$ cat src/rtl/cva6_trace_collector.sv
// Serialises the CVA6 per-commit-port trace into timestamped records on a valid/ready stream.
// Buffers commit bursts in a small FIFO; lanes that do not fit are dropped and counted.
module cva6_trace_collector #(
    parameter int NR_COMMIT_PORTS = 2,
    parameter int LANE_W          = 128,
    parameter int DEPTH           = 8,
    parameter int STAMP_W         = 32,
    parameter int DROP_W          = 16
) (
    input  logic                              clk_i,
    input  logic                              rst_i,
    input  logic [NR_COMMIT_PORTS*LANE_W-1:0] trace_i,
    input  logic                              enable_i,
    input  logic                              clear_i,
    output logic                              out_valid_o,
    input  logic                              out_ready_i,
    output logic [STAMP_W+LANE_W-1:0]         out_data_o,
    output logic [$clog2(DEPTH):0]            fill_o,
    output logic [DROP_W-1:0]                 drop_cnt_o,
    output logic                              overflow_o
);

    localparam int PTR_W  = $clog2(DEPTH);
    localparam int FILL_W = PTR_W + 1;
    localparam int CNT_W  = (FILL_W > 3) ? FILL_W : 3;
    localparam int REC_W  = STAMP_W + LANE_W;
    localparam int DSUM_W = DROP_W + 1;

    logic [REC_W-1:0]   r_mem [DEPTH];
    logic [PTR_W-1:0]   r_wr_ptr;
    logic [PTR_W-1:0]   r_rd_ptr;
    logic [FILL_W-1:0]  r_fill;
    logic [STAMP_W-1:0] r_stamp;
    logic [DROP_W-1:0]  r_drop;
    logic               r_ovf;
    logic               r_valid;
    logic [REC_W-1:0]   r_head;

    logic [CNT_W-1:0]           w_free;
    logic [CNT_W-1:0]           w_live_cnt;
    logic [CNT_W-1:0]           w_push_cnt;
    logic [CNT_W-1:0]           w_drop_cnt;
    logic [NR_COMMIT_PORTS-1:0] w_we;
    logic [PTR_W-1:0]           w_waddr [NR_COMMIT_PORTS];
    logic [REC_W-1:0]           w_first_rec;
    logic                       w_pop;
    logic [FILL_W-1:0]          w_fill_nxt;
    logic [PTR_W-1:0]           w_rd_nxt;
    logic [PTR_W-1:0]           w_wr_nxt;
    logic [REC_W-1:0]           w_head_nxt;
    logic [DSUM_W-1:0]          w_drop_sum;

    // Live lanes take consecutive slots from the write pointer until free space runs out.
    always_comb begin
        w_free      = CNT_W'(DEPTH) - CNT_W'(r_fill);
        w_live_cnt  = '0;
        w_push_cnt  = '0;
        w_we        = '0;
        w_waddr     = '{default: '0};
        w_first_rec = '0;
        for (int k = 0; k < NR_COMMIT_PORTS; k++) begin
            if (enable_i && trace_i[k*LANE_W+2] && trace_i[k*LANE_W+1]) begin
                if (w_live_cnt < w_free) begin
                    w_we[k]    = 1'b1;
                    w_waddr[k] = r_wr_ptr + PTR_W'(w_live_cnt);
                    if (w_live_cnt == '0) begin
                        w_first_rec = {r_stamp, trace_i[k*LANE_W +: LANE_W]};
                    end
                    w_push_cnt = w_push_cnt + 1'b1;
                end
                w_live_cnt = w_live_cnt + 1'b1;
            end
        end
        w_drop_cnt = w_live_cnt - w_push_cnt;

        w_pop      = r_valid & out_ready_i;
        w_fill_nxt = r_fill + FILL_W'(w_push_cnt) - FILL_W'(w_pop);
        w_rd_nxt   = r_rd_ptr + PTR_W'(w_pop);
        w_wr_nxt   = r_wr_ptr + PTR_W'(w_push_cnt);

        // When the surviving FIFO is empty, the new head is the record being written now.
        if (w_fill_nxt == '0) begin
            w_head_nxt = '0;
        end else if ((r_fill - FILL_W'(w_pop)) == '0) begin
            w_head_nxt = w_first_rec;
        end else begin
            w_head_nxt = r_mem[w_rd_nxt];
        end

        w_drop_sum = {1'b0, r_drop} + DSUM_W'(w_drop_cnt);
    end

    always_ff @(posedge clk_i) begin
        if (!rst_i) begin
            for (int k = 0; k < NR_COMMIT_PORTS; k++) begin
                if (w_we[k]) begin
                    r_mem[w_waddr[k]] <= {r_stamp, trace_i[k*LANE_W +: LANE_W]};
                end
            end
        end
    end

    always_ff @(posedge clk_i) begin
        if (rst_i) begin
            r_wr_ptr <= '0;
            r_rd_ptr <= '0;
            r_fill   <= '0;
            r_stamp  <= '0;
            r_drop   <= '0;
            r_ovf    <= 1'b0;
            r_valid  <= 1'b0;
            r_head   <= '0;
        end else begin
            r_stamp  <= r_stamp + 1'b1;
            r_wr_ptr <= w_wr_nxt;
            r_rd_ptr <= w_rd_nxt;
            r_fill   <= w_fill_nxt;
            r_valid  <= (w_fill_nxt != '0);
            r_head   <= w_head_nxt;
            if (clear_i) begin
                r_drop <= '0;
                r_ovf  <= 1'b0;
            end else if (w_drop_cnt != '0) begin
                r_drop <= w_drop_sum[DROP_W] ? '1 : w_drop_sum[DROP_W-1:0];
                r_ovf  <= 1'b1;
            end
        end
    end

    assign out_valid_o = r_valid;
    assign out_data_o  = r_head;
    assign fill_o      = r_fill;
    assign drop_cnt_o  = r_drop;
    assign overflow_o  = r_ovf;

endmodule

$ cat config.mk
export PLATFORM = sky130hd
export DESIGN_NAME = cva6_trace_collector
export DESIGN_NICKNAME = d
export VERILOG_FILES = /design/src/rtl/cva6_trace_collector.sv
export SDC_FILE = /design/constraint.sdc
export NUM_CORES = 2
export LEC_CHECK = 0
export BUFFER_PORTS_ARGS = -buffer_cell sky130_fd_sc_hd__buf_2
export CORE_ASPECT_RATIO = 1.25
export CORE_MARGIN = 5
export CORE_UTILIZATION = 60
export DETAILED_ROUTE_END_ITERATION = 10
export GPL_ROUTABILITY_DRIVEN = 1
export PLACE_DENSITY = 0.79
export SLEW_MARGIN = 20
export SYNTH_ARGS = -nofsm -noshare
export SYNTH_HDL_FRONTEND = slang
export SYNTH_SLANG_ARGS = --single-unit
$ cat constraint.sdc
create_clock -name clk_i -period 20.3 [get_ports clk_i]
set_input_delay 3.045 -clock clk_i [delete_from_list [all_inputs] [get_ports clk_i]]
set_output_delay 3.045 -clock clk_i [all_outputs]
set_load 0.02 [all_outputs]
# Word-level counts from Yosys, hierarchy flattened
# Memories as Yosys holds them, arrays and structs flattened.
# Cells that the tools add are included.
[classes]
n_addsub = 12
multipliers = 0
n_div = 0
magnitude_cmp = 2
eq_ne = 0
shift = 0
n_mux = 27
n_bitwise = 1
n_reduce_logical = 11
[ops]
columns = ["op", "n"]
rows = [
  ["two-way mux 160 bit", 6],
  ["adder 32 x 1 -> 32 bit (second input constant)", 1],
  ["adder 16 x 4 -> 17 bit", 1],
  ["two-way mux 16 bit", 1],
  ["two-way mux 1 bit", 13],
  ["logical NOT 4 bit", 3],
  ["two-way mux 3 bit", 4],
  ["two-way mux 4 bit", 3],
  ["adder 4 x 1 -> 4 bit (second input constant)", 2],
  ["nonzero test 4 bit", 2],
  ["subtractor 4 x 1 -> 4 bit", 2],
  ["adder 3 bit", 2],
  ["adder 4 bit", 1],
  ["logical AND 1 bit", 4],
  ["less-than comparator 1 x 4 -> 1 bit (first input constant)", 1],
  ["less-than comparator 4 bit", 1],
  ["OR reduction 2 bit", 2],
  ["subtractor 4 bit", 1],
  ["subtractor 4 bit (first input constant)", 1],
  ["adder 3 x 1 -> 3 bit", 1],
  ["AND 1 bit", 1],
]
[word_totals]
reg_bits = 220
latch_bits = 0
ram_bits = 1280
rom_bits = 0
inputBits = 261
output_inout_bits = 182
wordCells = 62
mem_count = 1
[memory_table]
columns = ["memory", "words", "word_bits", "read_ports", "rd_ports_with_merged_regs", "wr", "line_no", "rtl"]
rows = [
  ["r_mem", 8, 160, 1, 0, 2, "29", "logic [REC_W-1:0] r_mem [DEPTH];"],
]

# Logic depth before layout (Yosys ltp)
[logic_depth]
ltp_word = 11
depth_mapped = 22
ltp_nobuf = 18

# Worst setup path after synthesis
# No wires, ideal clock.
[synth_timing]
path_type = "in2reg"
from = "in trace_i[2]"
to = "mem r_mem[0][0] in the netlist's numbering (enable)"
setup_ns = 0.913
arrival_ns = 15.877
required_ns = 19.387
slack_ns = 3.509
cell_stages = 8
n_path_buf = 4
cell_sequence = "buf_2 nand3_1 a311oi_1 buf_2 buf_2 buf_2 nand2_1 o31ai_1"
[synth_lines]
columns = ["element", "line_no", "rtl"]
rows = [
  ["start, declared", "12", "input logic [NR_COMMIT_PORTS*LANE_W-1:0] trace_i,"],
  ["end, declared", "29", ""],
]

# Worst setup path after layout
[layout_timing]
from = "in out_ready_i"
to = "reg r_head[33] (netlist: out_data_o[33])"
[layout_between]
elab_chain_cells = 4
elab_cells_between_ends = 9
cone_classes = "3 x add/sub; 1 x mux; 1 x bitwise; 3 x reduce/logical; 1 x memory"
[layout_rtl]
columns = ["element", "line_no", "rtl"]
rows = [
  ["start, declared", "16", "input logic out_ready_i,"],
  ["AND 1 bit", "76", "w_pop = r_valid & out_ready_i;"],
  ["adder 3 x 1 -> 3 bit", "78", "w_rd_nxt = r_rd_ptr + PTR_W'(w_pop);"],
  ["via w_rd_nxt[0]", "48", "logic [PTR_W-1:0] w_rd_nxt;"],
  ["memory (8 x 160 bit)", "n/a", ""],
  ["two-way mux 160 bit", "84", "end else if ((r_fill - FILL_W'(w_pop)) == '0) begin"],
  ["end signal, assigned", "119", "r_head <= w_head_nxt;"],
  ["end, declared", "37", "logic [REC_W-1:0] r_head;"],
]
# The timed path passes the listed nets, and every way through them passes these cells.
# A chain may end at the register's enable or synchronous reset.

==> flow_summary.toml <==
[clock_network]
cts_setup_buffers = 0
path_clk_slew_ns = 0.06
cts_resized = 0
cts_root_buf = "clkbuf_16"
clk_path_buf_depth = 3
htree_num_levels = 4
cts_tree = "done"
clock_latency_ns = 0.77
hold_buffers = 0
cts_sinks = 1500
numCtsBuffers = 145

[floorplanning]
core_area_um2 = 115000
io_pins = 443
rows = 139
die_area_um2 = 122000
die_y_um = 389
die_w_um = 313
initial_core_util_pct = 60.2

[power]
powerDensity_nw_per_um2 = 112
pwr-share-clk_pct = 31.9
p_switching_w = 0.00254
peakVddDrop_v = 0.0000946
p_leak_nw = 25.6
p_comb_share_pct = 26.2
p_sw_share_pct = 29.4
sequentialPowerShare_pct = 41.8
p_int_w = 0.00612

[sta]
hold_violations = 0
fin_crit_sh_pct = 38.9
setup_viol = 0
worstMarginPinSlew_ns = 1.15
rsz0062_at_grt = "no"
max_freq_mhz = 127
drv_slew = 0
whs_ns = 0.549
clock-skew-final_ns = 0.0169
max_slew_margin_pct = 23.6
fin_ws_ns = 12.40
tns_ns = 0
fin_crit_ns = 7.90

[placed_design]
placed_cell_area_um2 = 72400
dpl.hpwl_um = 95300
port_buffers = 442
place.gp.congestion = 0.790
place_ws_ns = 11.46

[route]
drcViolationCount = 0
drt_iter0_drc = 4478
vias_per_cell = 6.73
vias = 39900
firstDrtPassIters = 6
totalWireLength_um = 181000
routedWlPerCell_um = 30.6
ant_nets = 0

[setup_path]
crit_path_end_kind = "register"
critPathRequiredTime_ns = 20.89
rrSetupSlack_ns = 14.17
worstSetupPathType = "input port to register"
start_kind = "input port"
worstReg2RegStart = "fill_o[0]"
r2r_end = "out_data_o[62]"
reg2regPathDepth = 17
critical_path_arrival_ns = 8.49
path_cells = "buf_2 > and2_1 > ha_4 > buf_4 > buf_4 > buf_4 > buf_4 > mux4_2 > mux2i_1 > a211oi_1"
startpoint = "out_ready_i"
critPathMaxFanout = 47
crit_path_top_delay_cell = "buf_4"
endpoint = "out_data_o[33]"
slowest_delay_ns = 0.88
worst_path_most_repeated_cell = "buf_4"

[global_routing]
grt_max_degree = 131
grt_overflow_total = 0
busiest_layer = "met2"
grtUsageMet1_pct = 39.2
use_met3_pct = 7.90
grt_util_all_layers_pct = 29.5
grt_first_pass_wirelength_um = 271000
grt_pass1_vias = 41500
grt_use_met2_pct = 48.0
antenna_found_initial = 64

[worst_hold_path]
min_path_type = "register to register"

[synth]
synth-xor-area-share_pct = 0.596
synth_top_family_by_area = "multiplexers"
async_flop_share_pct = 0
yosysSeqAreaShare_pct = 62.0
yosys-top-cells-area = "edfxtp_1 56%, mux2_2 16%, mux4_2 10%"
ys_types = 52
yosysTopAreaCellShare_pct = 55.7
ys_ff_latch = 1500
avgSynthCellArea_um2 = 17.6
yosys_warnings = 0
synthMuxAreaShare_pct = 28.8
synthCells = 3933
synth_edf_count = 1280
synth-main-ff-cell = "edfxtp_1"
syn_nets = 4219
synth-simple-area-share_pct = 1.29
synth_compound_area_share_pct = 4.45
synthAdderAreaFrac_pct = 0.497
synth_area_leader_cell = "edfxtp_1"
netlist_area_um2 = 69000

[layout]
finalInstanceArea_um2 = 77300
fin_util_pct = 67.5
final.fill_count = 7646
layout.nets = 4574
area_growth_pct = 12.0
drive_above_1_share_pct = 46.7

[status]
status = "complete, no violations"

[job]
maxCapViolCount = 0
-- cell type report --
class / count / area [µm²] / area share [%]
timing repair buffer: 508 / 2820 / 3.65
inverter: 25 / 93.8 / 0.121
sequential: 1500 / 42800 / 55.4
clock buffer: 208 / 4210 / 5.44
tap: 1480 / 1850 / 2.39
antenna: 36 / 90.1 / 0.116
multi-input combinational: 2108 / 24800 / 32.1
clock inverter: 61 / 631 / 0.815
-- power groups by stage --
| stage | clock [W] | sequential, W | combinational (W) |
|---|---|---|---|
| 6_report | 0.00276 | 0.00363 | 0.00227 |
| 5_1_grt | 0.00293 | 0.00363 | 0.00244 |
| 4_1_cts | 0.00280 | 0.00362 | 0.00229 |
| 3_5_place_dp | 0 | 0.00369 | 0.00228 |
| 3_3_place_gp | 0 | 0.00369 | 0.00224 |
| 2_1_floorplan | 0 | 0.00380 | 0.00152 |
-- routing by layer --
| layer | vias to the layer above | share of wire (%) |
|---|---|---|
| met1 | 20700 | 39 |
| met5 | - | 0.15 |
| met2 | 1909 | 49 |
| li1 | 16900 | - |
| met4 | 42 | 2.9 |
| met3 | 353 | 9.2 |
-- logic make-up after synthesis --
kind of cell	count (synthesis)
XOR/XNOR	47
AND/OR/NAND/NOR	175
flip-flops	1500
adder cells (fa/ha/maj)	25
buffers and inverters	325
multiplexers	1458
AO/OA/AOI/OAI	403
-- critical path, delay by kind of cell --
family,cells,cell delay [ns]
buffers and inverters,5,3.37
and+or+nand+nor,1,0.19
adders and majority gates,1,0.83
muxes,2,0.80
AOI/OAI and AO/OA,1,0.11
-- registers in the layout, summed over array words and instances, names as in the netlist --
name         flops
r_stamp         32
out_valid_o      1
r_mem         1280
fill_o           4
drop_cnt_o      16
r_rd_ptr         3
overflow_o       1
r_wr_ptr         3
out_data_o     160
-- how the worst min path moves through the flow --
stage                     startpoint    endpoint  slack (ns)  cells past startpoint
final                     overflow_o  overflow_o        0.55                      2
after detailed placement  overflow_o  overflow_o        0.54                      2
after CTS                 overflow_o  overflow_o        0.55                      2
after global placement    overflow_o  overflow_o        0.53                      2
after floorplan           r_stamp[0]  r_stamp[0]        0.51                      1
after global routing      overflow_o  overflow_o        0.58                      2
-- per-stage QoR --
stage,instances,total power (W)
after floorplan,3933,0.00532
after global placement,5621,0.00593
after detailed placement,5621,0.00596
after CTS,5890,0.00871
after global routing,5909,0.00900
final,5926,0.00866
-- cells in the final DEF (no fill, tap or decap), drive strengths merged, types with 3 or more instances in the layout --
cell type  netlist  layout
a211oi         136     136
a21o             3       3
a21oi           48      48
a221oi         128     128
a22oi           32      32
a31oi            3       3
and2             7       7
and3             7       7
and4             4       4
buf            177     508
bufinv           0      13
clkbuf         123     208
clkinv           0      41
clkinvlp         0       3
dfxtp          220     220
diode            0      36
edfxtp        1280    1280
fa               4       4
ha              21      21
inv             25      29
mux2          1008    1008
mux2i          130     130
mux4           320     320
nand2           25      25
nand2b          13      13
nand3           19      19
nand3b           3       3
nand4           12      12
nor2            53      53
nor2b            9       9
nor3             9       9
o211ai          32      32
o21ai            9       9
o21bai           3       3
o31ai            3       3
or2              7       7
xnor2           17      17
xor2            30      30
-- synthesized netlist by cell type, types with 2 or more instances --
library cell and n:
ha_1 21, nand2_1 25, and2_1 7, mux2i_1 130
o31ai_1 3, nand4_1 12, edfxtp_1 1280, o21ai_0 9
buf_2 112, a22oi_1 32, or2_2 7, o211ai_1 32
mux4_2 320, buf_1 14, a211oi_2 2, a21o_1 3
mux2_2 982, a221oi_1 127, nor3_1 9, and3_1 7
nand2b_1 13, nand3b_1 3, nor2_1 53, and4_1 4
o21a_1 2, mux2_1 26, xor2_1 30, clkbuf_1 123
o21bai_1 3, inv_1 25, fa_1 4, nand3_1 19
a31oi_1 3, xnor2_1 17, buf_4 31, dfxtp_1 220
nor2b_1 9, buf_6 20, a211oi_1 134, a21oi_1 48
No activity file was read; power rests on OpenSTA's default activity.
